==> src/rtl/rv32i_types.sv <==
// Shared types for the RV32I pipelined datapath.
package rv32i_types;

  typedef enum logic [2:0] {
    RUN,
    FETCH_WAIT,
    LOAD_USE,
    REDIRECT,
    FREEZE_ALL,
    FREEZE_D
  } pipe_mode_t;

endpackage

==> src/rtl/sat_counter.sv <==
// Up-counter that sticks at all-ones instead of wrapping.
module sat_counter #(
  parameter int CNT_W = 32
) (
  input  logic             clk,
  input  logic             rst,
  input  logic             inc,
  output logic [CNT_W-1:0] count
);

  logic [CNT_W-1:0] count_d, count_q;

  always_comb begin
    count_d = count_q;
    if (inc && (count_q != '1)) begin
      count_d = count_q + CNT_W'(1);
    end
  end

  always_ff @(posedge clk) begin
    if (rst) begin
      count_q <= '0;
    end else begin
      count_q <= count_d;
    end
  end

  assign count = count_q;

endmodule

==> src/rtl/pipe_hazard_ctrl.sv <==
// Pipeline control: stage loads, per-stage valid bits, stall/bubble/squash
// selection and saturating performance counters.
module pipe_hazard_ctrl
  import rv32i_types::*;
#(
  parameter int NUM_STAGES = 4,
  parameter int MEM_STAGE  = 2,
  parameter int REG_W      = 5,
  parameter int CNT_W      = 32
) (
  input  logic                  clk,
  input  logic                  rst,
  input  logic                  inst_resp,
  input  logic                  data_req_m,
  input  logic                  data_resp,
  input  logic                  redirect_m,
  input  logic                  load_ex,
  input  logic [REG_W-1:0]      rd_ex,
  input  logic [REG_W-1:0]      rs1_id,
  input  logic [REG_W-1:0]      rs2_id,
  input  logic                  rs1_used,
  input  logic                  rs2_used,
  output logic                  inst_read,
  output logic                  load_pc,
  output logic [NUM_STAGES-1:0] stage_load,
  output logic [NUM_STAGES-1:0] stage_valid,
  output logic                  ld_use_stall,
  output logic [CNT_W-1:0]      stall_cnt,
  output logic [CNT_W-1:0]      flush_cnt,
  output logic [CNT_W-1:0]      bubble_cnt
);

  localparam int EX_STAGE = MEM_STAGE - 1;

  // Masks over the stage vector; a shift past the top stage yields zero,
  // so a MEM stage sitting at writeback simply has no bubble slot above it.
  localparam logic [NUM_STAGES-1:0] ONE       = NUM_STAGES'(1);
  localparam logic [NUM_STAGES-1:0] EX_BIT    = ONE << EX_STAGE;
  localparam logic [NUM_STAGES-1:0] BELOW_EX  = EX_BIT - ONE;
  localparam logic [NUM_STAGES-1:0] ABOVE_MEM = ONE << (MEM_STAGE + 1);
  localparam logic [NUM_STAGES-1:0] UPTO_MEM  = ABOVE_MEM - ONE;

  logic [NUM_STAGES-1:0] valid_d, valid_q;
  logic [NUM_STAGES-1:0] hold_mask, bubble_mask, shifted;
  logic                  imem_wait, dmem_wait, redir, lu, rs_match;
  logic                  stall_inc, flush_inc, bubble_inc;
  pipe_mode_t            mode;

  assign inst_read = !rst;
  assign imem_wait = inst_read & !inst_resp;
  assign dmem_wait = valid_q[MEM_STAGE] & data_req_m & !data_resp;
  assign redir     = valid_q[MEM_STAGE] & redirect_m;
  assign rs_match  = (rs1_used && (rs1_id == rd_ex)) || (rs2_used && (rs2_id == rd_ex));
  assign lu        = valid_q[0] & valid_q[EX_STAGE] & load_ex & (rd_ex != '0) & rs_match;

  always_comb begin
    mode = RUN;
    if (dmem_wait) begin
      mode = FREEZE_D;
    end else if (redir && imem_wait) begin
      mode = FREEZE_ALL;
    end else if (redir) begin
      mode = REDIRECT;
    end else if (lu) begin
      mode = LOAD_USE;
    end else if (imem_wait) begin
      mode = FETCH_WAIT;
    end
  end

  // hold_mask: stages that keep their contents; bubble_mask: loading stages
  // whose new valid is forced low (squash or inserted bubble).
  always_comb begin
    hold_mask   = '0;
    bubble_mask = '0;
    case (mode)
      FETCH_WAIT, LOAD_USE: begin
        hold_mask   = BELOW_EX;
        bubble_mask = EX_BIT;
      end
      REDIRECT:   bubble_mask = UPTO_MEM;
      FREEZE_ALL: hold_mask   = '1;
      FREEZE_D: begin
        hold_mask   = UPTO_MEM;
        bubble_mask = ABOVE_MEM;
      end
      default: begin
        hold_mask   = '0;
        bubble_mask = '0;
      end
    endcase
  end

  assign shifted = {valid_q[NUM_STAGES-2:0], 1'b1};

  always_comb begin
    if (rst) begin
      valid_d = '0;
    end else begin
      valid_d = ((~hold_mask & shifted) | (hold_mask & valid_q)) & ~bubble_mask;
    end
  end

  always_ff @(posedge clk) begin
    valid_q <= valid_d;
  end

  assign stage_valid  = valid_q;
  assign stage_load   = rst ? '0 : ~hold_mask;
  assign load_pc      = !rst && ((mode == RUN) || (mode == REDIRECT));
  assign ld_use_stall = !rst && (mode == LOAD_USE);

  assign stall_inc  = !rst && ((mode == FREEZE_D) || (mode == FREEZE_ALL) ||
                               (mode == LOAD_USE) || (mode == FETCH_WAIT));
  assign flush_inc  = !rst && (mode == REDIRECT);
  assign bubble_inc = !rst && (((mode == FETCH_WAIT) || (mode == LOAD_USE)) ||
                               ((mode == FREEZE_D) && (ABOVE_MEM != '0)));

  sat_counter #(.CNT_W(CNT_W)) u_stall_cnt (
    .clk   (clk),
    .rst   (rst),
    .inc   (stall_inc),
    .count (stall_cnt)
  );

  sat_counter #(.CNT_W(CNT_W)) u_flush_cnt (
    .clk   (clk),
    .rst   (rst),
    .inc   (flush_inc),
    .count (flush_cnt)
  );

  sat_counter #(.CNT_W(CNT_W)) u_bubble_cnt (
    .clk   (clk),
    .rst   (rst),
    .inc   (bubble_inc),
    .count (bubble_cnt)
  );

endmodule
==> config.mk <==
export PLATFORM = sky130hd
export DESIGN_NAME = pipe_hazard_ctrl
export DESIGN_NICKNAME = d
export VERILOG_FILES = /design/src/rtl/rv32i_types.sv /design/src/rtl/sat_counter.sv /design/src/rtl/pipe_hazard_ctrl.sv
export SDC_FILE = /design/constraint.sdc
export NUM_CORES = 1
export LEC_CHECK = 0
export CAP_MARGIN = 40
export CORE_MARGIN = 1.5
export CORE_UTILIZATION = 45
export CTS_CLUSTER_DIAMETER = 150
export DETAILED_ROUTE_END_ITERATION = 8
export GPL_TIMING_DRIVEN = 0
export PLACE_DENSITY = 0.76
export SYNTH_ARGS = -nofsm -noshare
export SYNTH_HDL_FRONTEND = slang
export SYNTH_HIERARCHICAL = 1
export SYNTH_SLANG_ARGS = --single-unit
export TNS_END_PERCENT = 10
==> constraint.sdc <==
create_clock -name clk -period 4.05 [get_ports clk]
set_input_delay 0.6075 -clock clk [delete_from_list [all_inputs] [get_ports clk]]
set_output_delay 0.6075 -clock clk [all_outputs]
set_load 0.005 [all_outputs]
==> results of run 1 <==
==> placed cells by master, fill, tap and decap left out, drive strengths merged, types with 7 or more instances in the layout <==
| cell | netlist | final |
|---|---|---|
| a21oi | 68 | 68 |
| and3 | 15 | 15 |
| and4 | 12 | 12 |
| buf | 11 | 13 |
| clkbuf | 24 | 37 |
| clkdlybuf4s50 | 0 | 129 |
| dfxtp | 100 | 100 |
| inv | 7 | 7 |
| nand2 | 37 | 37 |
| nand3 | 44 | 44 |
| nand4 | 33 | 33 |
| nor2 | 50 | 50 |
| nor3 | 9 | 9 |
| nor4 | 15 | 15 |
| o21ai | 26 | 26 |
| o31ai | 36 | 36 |
| or3 | 33 | 33 |
| or4 | 36 | 36 |
| xnor2 | 28 | 28 |
==> worst min-delay path, cell delays in order, from the launching register on <==
cell,delay [ns]
dfxtp_1,0.33
o31ai_1,0.07
a21oi_1,0.05
==> final cells by class <==
cell class	instances	area (sq um)	share of cell area [%]
Buffer	35	154	2.11
Clock buffer	13	260	3.56
Clock inverter	3	68.8	0.942
Inverter	7	26.3	0.360
Multi-Input combinational cell	513	3310	45.2
Sequential cell	100	2000	27.4
Tap cell	147	184	2.52
Timing Repair Buffer	131	1310	17.9
==> metal layers <==
| metal | track usage [%] | wire length, microns | vias to the layer above |
|---|---|---|---|
| met5 | 0 | 0 | - |
| met4 | 8.42 | 291 | 0 |
| met3 | 5.68 | 903 | 29 |
| met2 | 43.2 | 7980 | 222 |
| met1 | 30.9 | 7010 | 2758 |
| li1 | - | - | 2793 |
==> where the power goes <==
part / switching, uW / leakage (uW) / internal, uW
clock: 372 / 0.000160 / 577
combinational: 54.9 / 0.00127 / 60.0
sequential: 8.28 / 0.000806 / 988
total: 436 / 0.00223 / 1630
==> timing repair <==
item | in CTS | in global routing
pin swaps | 0 | 1
setup buffers | 0 | 2
cloned | 0 | 0
endpoints found under the setup margin | 2 | 7
resized for setup | 2 | 1
==> sequential cells by signal, indices dropped and copies added (netlist names) <==
signal and count:
u_stall_cnt/count 32, u_flush_cnt/count 32, stage_valid 4, u_bubble_cnt/count 32
==> worst paths after layout <==
path | start | to | slack, ns | depth (start not counted)
max reg2reg | stage_valid[2] | u_bubble_cnt/count[31] | 0.81 | 8
max | rd_ex[0] | u_bubble_cnt/count[31] | 0.24 | 11
min reg2reg | u_stall_cnt/count[15] | u_stall_cnt/count[15] | 0.50 | 2
min | u_stall_cnt/count[15] | u_stall_cnt/count[15] | 0.50 | 2
==> cells by family (layout without fill, tap and decap cells) <==
group / count (synthesis) / after routing / synth area share [%]
buffers and inverters: 42 / 189 / 3.30
AOI/OAI and AO/OA: 158 / 158 / 18.7
adders and majority gates: 3 / 3 / 0.687
xor gates and xnor gates: 31 / 31 / 4.97
muxes: 10 / 10 / 1.97
DFF: 100 / 100 / 36.6
and+or+nand+nor: 311 / 311 / 33.8
==> stage by stage <==
step | utilization (%) | hold WS, ns | area, sq um | total power [uW] | setup WS (ns)
2_1_floorplan | - | 0.481 | 5460 | 1070 | 0.881
3_3_place_gp | 58.3 | 0.479 | 6940 | 1130 | -0.315
3_5_place_dp | 58.3 | 0.489 | 6940 | 1130 | -0.401
4_1_cts | 61.1 | 0.499 | 7280 | 2080 | 0.0902
5_1_grt | 61.3 | 0.530 | 7310 | 2130 | 0.0476
6_report | 61.3 | 0.499 | 7310 | 2060 | 0.238
==> impl_results.md, run 1 <==
* Slew Viols, Final at 0
* Post-synth top area cell: dfxtp_1
* Core area at 0.0119 sq mm
* CTS tree: yes
* Pleak at around 0.0022 uW
* Wire length per cell at 17.1 microns
* Post-layout nets at 824
* Number of fill cells in the layout at ~1,000
* Vias post-DR at 5,802
* CTS hold repair buffers at 0
* Critical path class: input port to register
* Tmin final at 3.81 ns
* CTS clk-pin slew, worst paths at 0.07 ns
* Share of post-route cells with drive strength above 1 at about 7.4%
* GRT overflow at 0
* Number of synthesized flops with an enable pin at 0
* Netlist cell types at 50
* Critical path buffers and inverters at 1
* I/O pin count at around 130
* Largest net degree at the start of global routing at 16
* DR DRC count at 0
* Vias in the first global route at approximately 5,400
* CP Max Fanout at 10
* # clock sinks at 100
* Worst path cell trace: clkdlybuf4s50_1 > xnor2_1 > nand4_1 > o22ai_1 > nand2_1 > a31oi_2 > nand4_1 > nor4_4 > nand4_1 > nor4_1 > mux2_2
* Most common library cells after synthesis: dfxtp_1, a21oi_1, nor2_1
* Die Span X at 113 microns
* Die height at roughly 110 microns
* Post-synth top flop: dfxtp_1
* Max_slew headroom at 54.4%
* Slowest cell on crit path: clkdlybuf4s50_1
* FF+latch count, synth at 100
* Setup crit start kind: input port
* First-pass GRT wire length at 26.1 mm
* Main area contributors after synthesis: dfxtp_1, a21oi_1, o31ai_1, or4_1, xnor2_1
* Setup violations, final at 0
* Cell Count Post-Placement at 931
* Drt pass-1 iters at 5
* Post-DRT Antenna Nets at 0
* Dpl hpwl at 11.9 mm
* N_diodes at 0
* Count leader, synth: dfxtp_1
* Worst skew pair latency at 0.35 ns
* IO buf count at 129
* WL final at 16.2 mm
* FP Rows at 40
* Critical Path Max Stage Delay at ~0.54 ns
* DR iter-0 viols at 431
* Root buf cell: clkbuf_16
* Final hold viol count at 0
* CTS Buf Count at 9
* Least-Margin Pin Slew at 0.679 ns
* Placer Congestion at 0.866
* Final Skew at 0.0104 ns
* Top cell type's share of synthesized area at a little over a third
* Syn Nets at 682
* Max-Cap Viols at 0
* Mapped Cells at ~660
* Setup TNS at 0 ns
* Fraction of the cycle the final worst path needs at between 90% and 100%
* Synth Area per Inst at around 8.3 sq um
* Clock Path Buffers at 2
* Initial antenna violation count at 0
* Die area at 0.0128 sq mm
* Synthesized area at about 0.0055 sq mm
* Initial core utilization at approximately 46%
* Cell family with most CP delay: simple AND/OR/NAND/NOR gates
* Max rail drop VDD at between 0.00015 and 0.0002 V
* Most used cell, CP: nand4_1
* Synth-to-Final Area Change at 33.7%
* CP endpoint kind: register
* Proportion of synthesized chip area in sequential cells at 36.6%
* Non-filler instance count after layout at ~950
* Worst EP required at between 4 and 5 ns
* H-tree depth at 3
* RSZ-0062 raised after global routing: false
* Asr flop ratio synth at 0%
* PD cells at ~280 mW/mm^2
* Fmax achieved at 0.262 GHz
* Status: finished clean
* Critical Path AT at 4.06 ns
* Yosys warns at 6
* Total global-route track usage at between 20 and 30%
* Post-DR vias/cell at between 6 and 7
* Hold Crit Class: register to register
Power figures use the tool's default switching activity.
==> inputs of run 2 (changes only) <==
--- a/config.mk
+++ b/config.mk
@@ -12,6 +12,7 @@
 export DETAILED_ROUTE_END_ITERATION = 8
 export GPL_TIMING_DRIVEN = 0
 export PLACE_DENSITY = 0.76
+export SETUP_SLACK_MARGIN = 0.2
 export SYNTH_ARGS = -nofsm -noshare
 export SYNTH_HDL_FRONTEND = slang
 export SYNTH_HIERARCHICAL = 1
==> impl_results.md, run 2 (synthesis gave the netlist of run 1 again) <==
* Setup TNS at 0 ns
* Post-DR vias/cell at 6.12
* Total chip power at 2060 uW
* Synth-to-Final Area Change at 34.1%
* CTS Buf Count at 9
* CTS clk-pin slew, worst paths at 0.07 ns
* Worst path cell trace: clkdlybuf4s50_1 > xnor2_1 > nand4_1 > o22ai_1 > nand3_1 > a31oi_1 > nand4_1 > buf_4 > nor4_4 > nand4_1 > nor4_1 > mux2_2
* I/O pin count at 131
* RSZ-0062 raised after global routing: true
* Max_slew headroom at between 50% and 60%
* Placer Congestion at 0.866
* Drt pass-1 iters at 7
* N_diodes at 0
* Setup violations, final at 0
* Commonest cells after routing, fill and taps aside: clkdlybuf4s50_1, dfxtp_1, a21oi_1
* Dpl hpwl at 11.9 mm
* Setup crit start kind: input port
* Most used cell, CP: nand4_1
* Vias post-DR at a little under 6,000
* # clock sinks at 100
* Root buf cell: clkbuf_16
* Critical Path Max Stage Delay at 0.54 ns
* Share of post-route cells with drive strength above 1 at 7.70%
* Initial antenna violation count at 0
* DR iter-0 viols at 450
* Final Skew at 0.0105 ns
* Slowest cell on crit path: clkdlybuf4s50_1
* Status: finished clean
* Wire length per cell at 17.1 microns
* CTS tree: yes
* Slew Viols, Final at 0
* Die height at 113 microns
* Max rail drop VDD at 0.000177 V
* H-tree depth at 3
* Critical path class: input port to register
* Vias in the first global route at 5,439
* Hold Crit Class: register to register
* DR DRC count at 0
* CP Max Fanout at 6
* GRT overflow at 0
* Critical Path AT at just under 4 ns
* Fraction of the cycle the final worst path needs at 90.1%
* Worst skew pair latency at 0.35 ns
* Post-layout nets at 827
* CP endpoint kind: register
* Largest net degree at the start of global routing at 16
* Pleak at 0.00224 uW
* Fmax achieved at 0.274 GHz
* Final hold viol count at 0
* Setup WS post-layout at 0.399 ns
* Die area at 0.0128 sq mm
* Total global-route track usage at between 20 and 30%
* Post-DRT Antenna Nets at 0
* R2R setup slack at 0.94 ns
* Core area at ~0.012 sq mm
* Commonest non-fill, non-tap cell in the layout: clkdlybuf4s50_1
* First-pass GRT wire length at 26.2 mm
* Tmin final at roughly 3.7 ns
* IO buf count at 129
* Worst EP required at 4.29 ns
* Place WS at -0.401 ns
* Die Span X at 113 microns
* Initial core utilization at 45.9%
* WL final at approximately 16 mm
* Max-Cap Viols at 0
* PD cells at 281 mW/mm^2
* Least-Margin Pin Slew at 0.670 ns
* Clock Path Buffers at 2
* FP Rows at 40
[run 2: changes by cell type in the layout (fill, tap and decap cells not counted)]
cell | before | now
buf_4 | 3 | 6
[run 2: where the power goes]
group	internal, uW	leakage (uW)	switching [uW]
clock network	577	0.000160	372
registers	988	0.000806	8.27
logic	60.0	0.00128	55.0
[run 2: final cells by class]
class                   instances  area [sq um]
clock inverters                 3          68.8
inverters                       7          26.3
flip-flops and latches        100          2000
clock buffers                  13           260
repair buffers                134          1330
plain buffers                  35           154
well taps                     147           184
fillers                      1037          4580
multi-input cells             513          3310
[run 2: per-stage QoR]
| stage | hold WS (ns) | area, sq um | instances | utilization (%) |
|---|---|---|---|---|
| finish | 0.498 | 7330 | 952 | 61.5 |
| global route | 0.530 | 7330 | 952 | 61.5 |
| CTS | 0.499 | 7300 | 949 | 61.3 |
| detailed placement | 0.489 | 6940 | 931 | 58.3 |
| global placement | 0.479 | 6940 | 931 | 58.3 |
| floorplan | 0.481 | 5460 | 655 | - |
[run 2: worst max-delay path: cells and delay by family]
family / cells / cell delay (ns)
buffers and inverters: 2 / 0.74
AO/OA/AOI/OAI: 2 / 0.76
AND/OR/NAND/NOR: 6 / 1.27
XOR/XNOR: 1 / 0.14
multiplexers: 1 / 0.38
[run 2: path summary, 6_finish.rpt]
kind | cells after the start | startpoint | to
worst max-delay path | 12 | rd_ex[0] | u_stall_cnt/count[31]
worst min-delay path | 2 | u_stall_cnt/count[15] | u_stall_cnt/count[15]
worst max register to register | 8 | stage_valid[2] | u_flush_cnt/count[31]
worst min register to register | 2 | u_stall_cnt/count[15] | u_stall_cnt/count[15]
[run 2: layer usage]
metal	GRT usage (%)	up-vias	share of wire, %
li1	-	2804	-
met1	30.9	2779	43
met2	43.3	213	50
met3	5.78	34	5.4
met4	8.42	0	1.8
met5	0	-	0
[run 2: repair_timing]
| action | CTS | global route |
|---|---|---|
| endpoints found under the setup margin | 12 | 7 |
| setup buffers | 2 | 3 |
| hold buffers | 0 | 0 |
| pin swaps | 1 | 1 |
| resized for setup | 2 | 1 |
==> inputs of run 3 (changes only) <==
--- a/config.mk
+++ b/config.mk
@@ -11,7 +11,7 @@
 export CTS_CLUSTER_DIAMETER = 150
 export DETAILED_ROUTE_END_ITERATION = 8
 export GPL_TIMING_DRIVEN = 0
-export PLACE_DENSITY = 0.76
+export PLACE_DENSITY = 0.78
 export SETUP_SLACK_MARGIN = 0.2
 export SYNTH_ARGS = -nofsm -noshare
 export SYNTH_HDL_FRONTEND = slang
==> constraint.sdc (replaced) <==
create_clock -name clk -period 3.2 [get_ports clk]
set_input_delay 0.48 -clock clk [delete_from_list [all_inputs] [get_ports clk]]
set_output_delay 0.48 -clock clk [all_outputs]
set_load 0.005 [all_outputs]
==> impl_results.md, run 3 (synthesis gave the netlist of run 1 again) <==
* Setup WS post-layout at 0.225 ns
* Total chip power at roughly 2500 uW
* Post-DRT Antenna Nets at 0
* Hold slack at 0.505 ns
* Critical Path Max Stage Delay at 0.54 ns
* Slew Viols, Final at 0
* Commonest cells after routing, fill and taps aside: clkdlybuf4s50_1, dfxtp_1, a21oi_1
* DR DRC count at 0
* Hold Crit Class: register to register
* CTS Buf Count at 9
* Post-DR vias/cell at 6.08
* IO buf count at 129
* Worst path cell trace: clkdlybuf4s50_1 > nand3_2 > a21oi_4 > nand2_2 > a31oi_4 > nand4_1 > buf_6 > nor4_4 > buf_4 > nand4_1 > or4_1 > a21oi_1
* Clock group share of total power at 42.3%
* Sequential share of power at about half
* Slowest cell on crit path: or4_1
* Dpl hpwl at 11.7 mm
* Place WS at -1.13 ns
* Vias post-DR at a little under 6,000
* WL final at 16.3 mm
* Share of post-route cells with drive strength above 1 at between 10% and 20%
* N_diodes at 0
* Clock Path Buffers at 2
* Tmin final at 2.97 ns
* Least-Margin Pin Slew at 0.600 ns
* Total global-route track usage at 25.6%
* H-tree depth at 3
* First-pass GRT wire length at 26.8 mm
* Post-layout nets at 839
* Final Skew at ~0.0077 ns
* Fmax achieved at 0.336 GHz
* CTS tree: yes
* Vias in the first global route at 5,548
* Pint at 1900 uW
* Max-Cap Viols at 0
* PD cells at roughly 330 mW/mm^2
* Critical Path AT at 3.25 ns
* Synth-to-Final Area Change at 37.3%
* CTS hold repair buffers at 0
* CP endpoint kind: register
* FP Rows at 40
* Pleak at ~0.0024 uW
* Cell family with most CP delay: simple AND/OR/NAND/NOR gates
* Commonest non-fill, non-tap cell in the layout: clkdlybuf4s50_1
* Initial core utilization at 45.9%
* Worst skew pair latency at 0.35 ns
* Final hold viol count at 0
* DR iter-0 viols at 424
* Fraction of the cycle the final worst path needs at between 90% and 100%
* Fin util at 63.0%
* Most used cell, CP: nand4_1
* Root buf cell: clkbuf_16
* Critical path buffers and inverters at 3
* # clock sinks at 100
* CTS clk-pin slew, worst paths at 0.07 ns
* Die Span X at 113 microns
* CP Max Fanout at 4
* Status: finished clean
* Sw frac at 22.8%
* Setup crit start kind: input port
* Max rail drop VDD at between 0.0002 and 0.0003 V
* Worst EP required at 3.48 ns
* Die area at roughly 0.013 sq mm
* Core area at 0.0119 sq mm
* Largest net degree at the start of global routing at 16
* Critical path class: input port to register
* Initial antenna violation count at 0
* Setup violations, final at 0
* Die height at approximately 110 microns
* Placer Congestion at around 0.89
* Comb power frac at 6.4%
* I/O pin count at 131
* RSZ-0062 raised after global routing: true
* Wire length per cell at 17.0 microns
* GRT overflow at 0
* Psw at 560 uW
* Max_slew headroom at about three fifths
* Drt pass-1 iters at 5
run 3: power by group through the flow:
stage	Clock (uW)	Sequential (uW)	Combinational [uW]
floorplan	0	1290	68.0
global placement	0	1290	141
detailed placement	0	1290	146
CTS	1060	1260	152
global route	1120	1260	168
finish	1040	1260	156
run 3: what timing repair did:
item / CTS / global route
setup buffers: 8 / 9
endpoints found under the setup margin: 48 / 36
pin swaps: 6 / 23
hold endpoints to repair: 0 / 0
gates resized for setup: 7 / 39
gates cloned: 0 / 0
run 3: through the flow:
stage | instances | cell area, sq um | TNS, ns
global placement | 931 | 6950 | -17.98
floorplan | 655 | 5470 | 0
detailed placement | 931 | 6950 | -24.42
finish | 964 | 7500 | 0
CTS | 955 | 7340 | 0
global route | 964 | 7500 | 0
run 3: per-layer routing:
metal | vias up | track usage, % | wire length, microns
met5 | - | 0 | 0
met4 | 0 | 11.8 | 438
met3 | 37 | 4.98 | 777
met2 | 202 | 43.2 | 8040
met1 | 2802 | 31.5 | 7100
li1 | 2823 | - | -
run 3: path summary, 6_finish.rpt:
check	end	cells past startpoint	slack, ns	from
max	u_bubble_cnt/count[29]	12	0.23	load_ex
min	u_flush_cnt/count[23]	2	0.51	u_flush_cnt/count[23]
min reg2reg	u_flush_cnt/count[23]	2	0.51	u_flush_cnt/count[23]
max reg2reg	u_bubble_cnt/count[29]	10	0.33	stage_valid[2]
run 3: cell type report:
| cell class | count | area, sq um |
|---|---|---|
| fill | 1017 | 4410 |
| multi-input combinational | 513 | 3420 |
| sequential | 100 | 2000 |
| timing repair buffer | 146 | 1440 |
| clock buffer | 12 | 256 |
| tap | 147 | 184 |
| buffer | 35 | 154 |
| inverter | 7 | 26.3 |
| clock inverter | 4 | 23.8 |
run 3: worst register-to-register path, cell delays in order (launching register included):
cell and delay (ns):
dfxtp_1 0.52, and3b_2 0.28, o21ai_1 0.10, a31oi_4 0.20, nand4_1 0.18, buf_6 0.18, nor4_4 0.35, buf_4 0.19
nand4_1 0.12, or4_1 0.54, a21oi_1 0.13
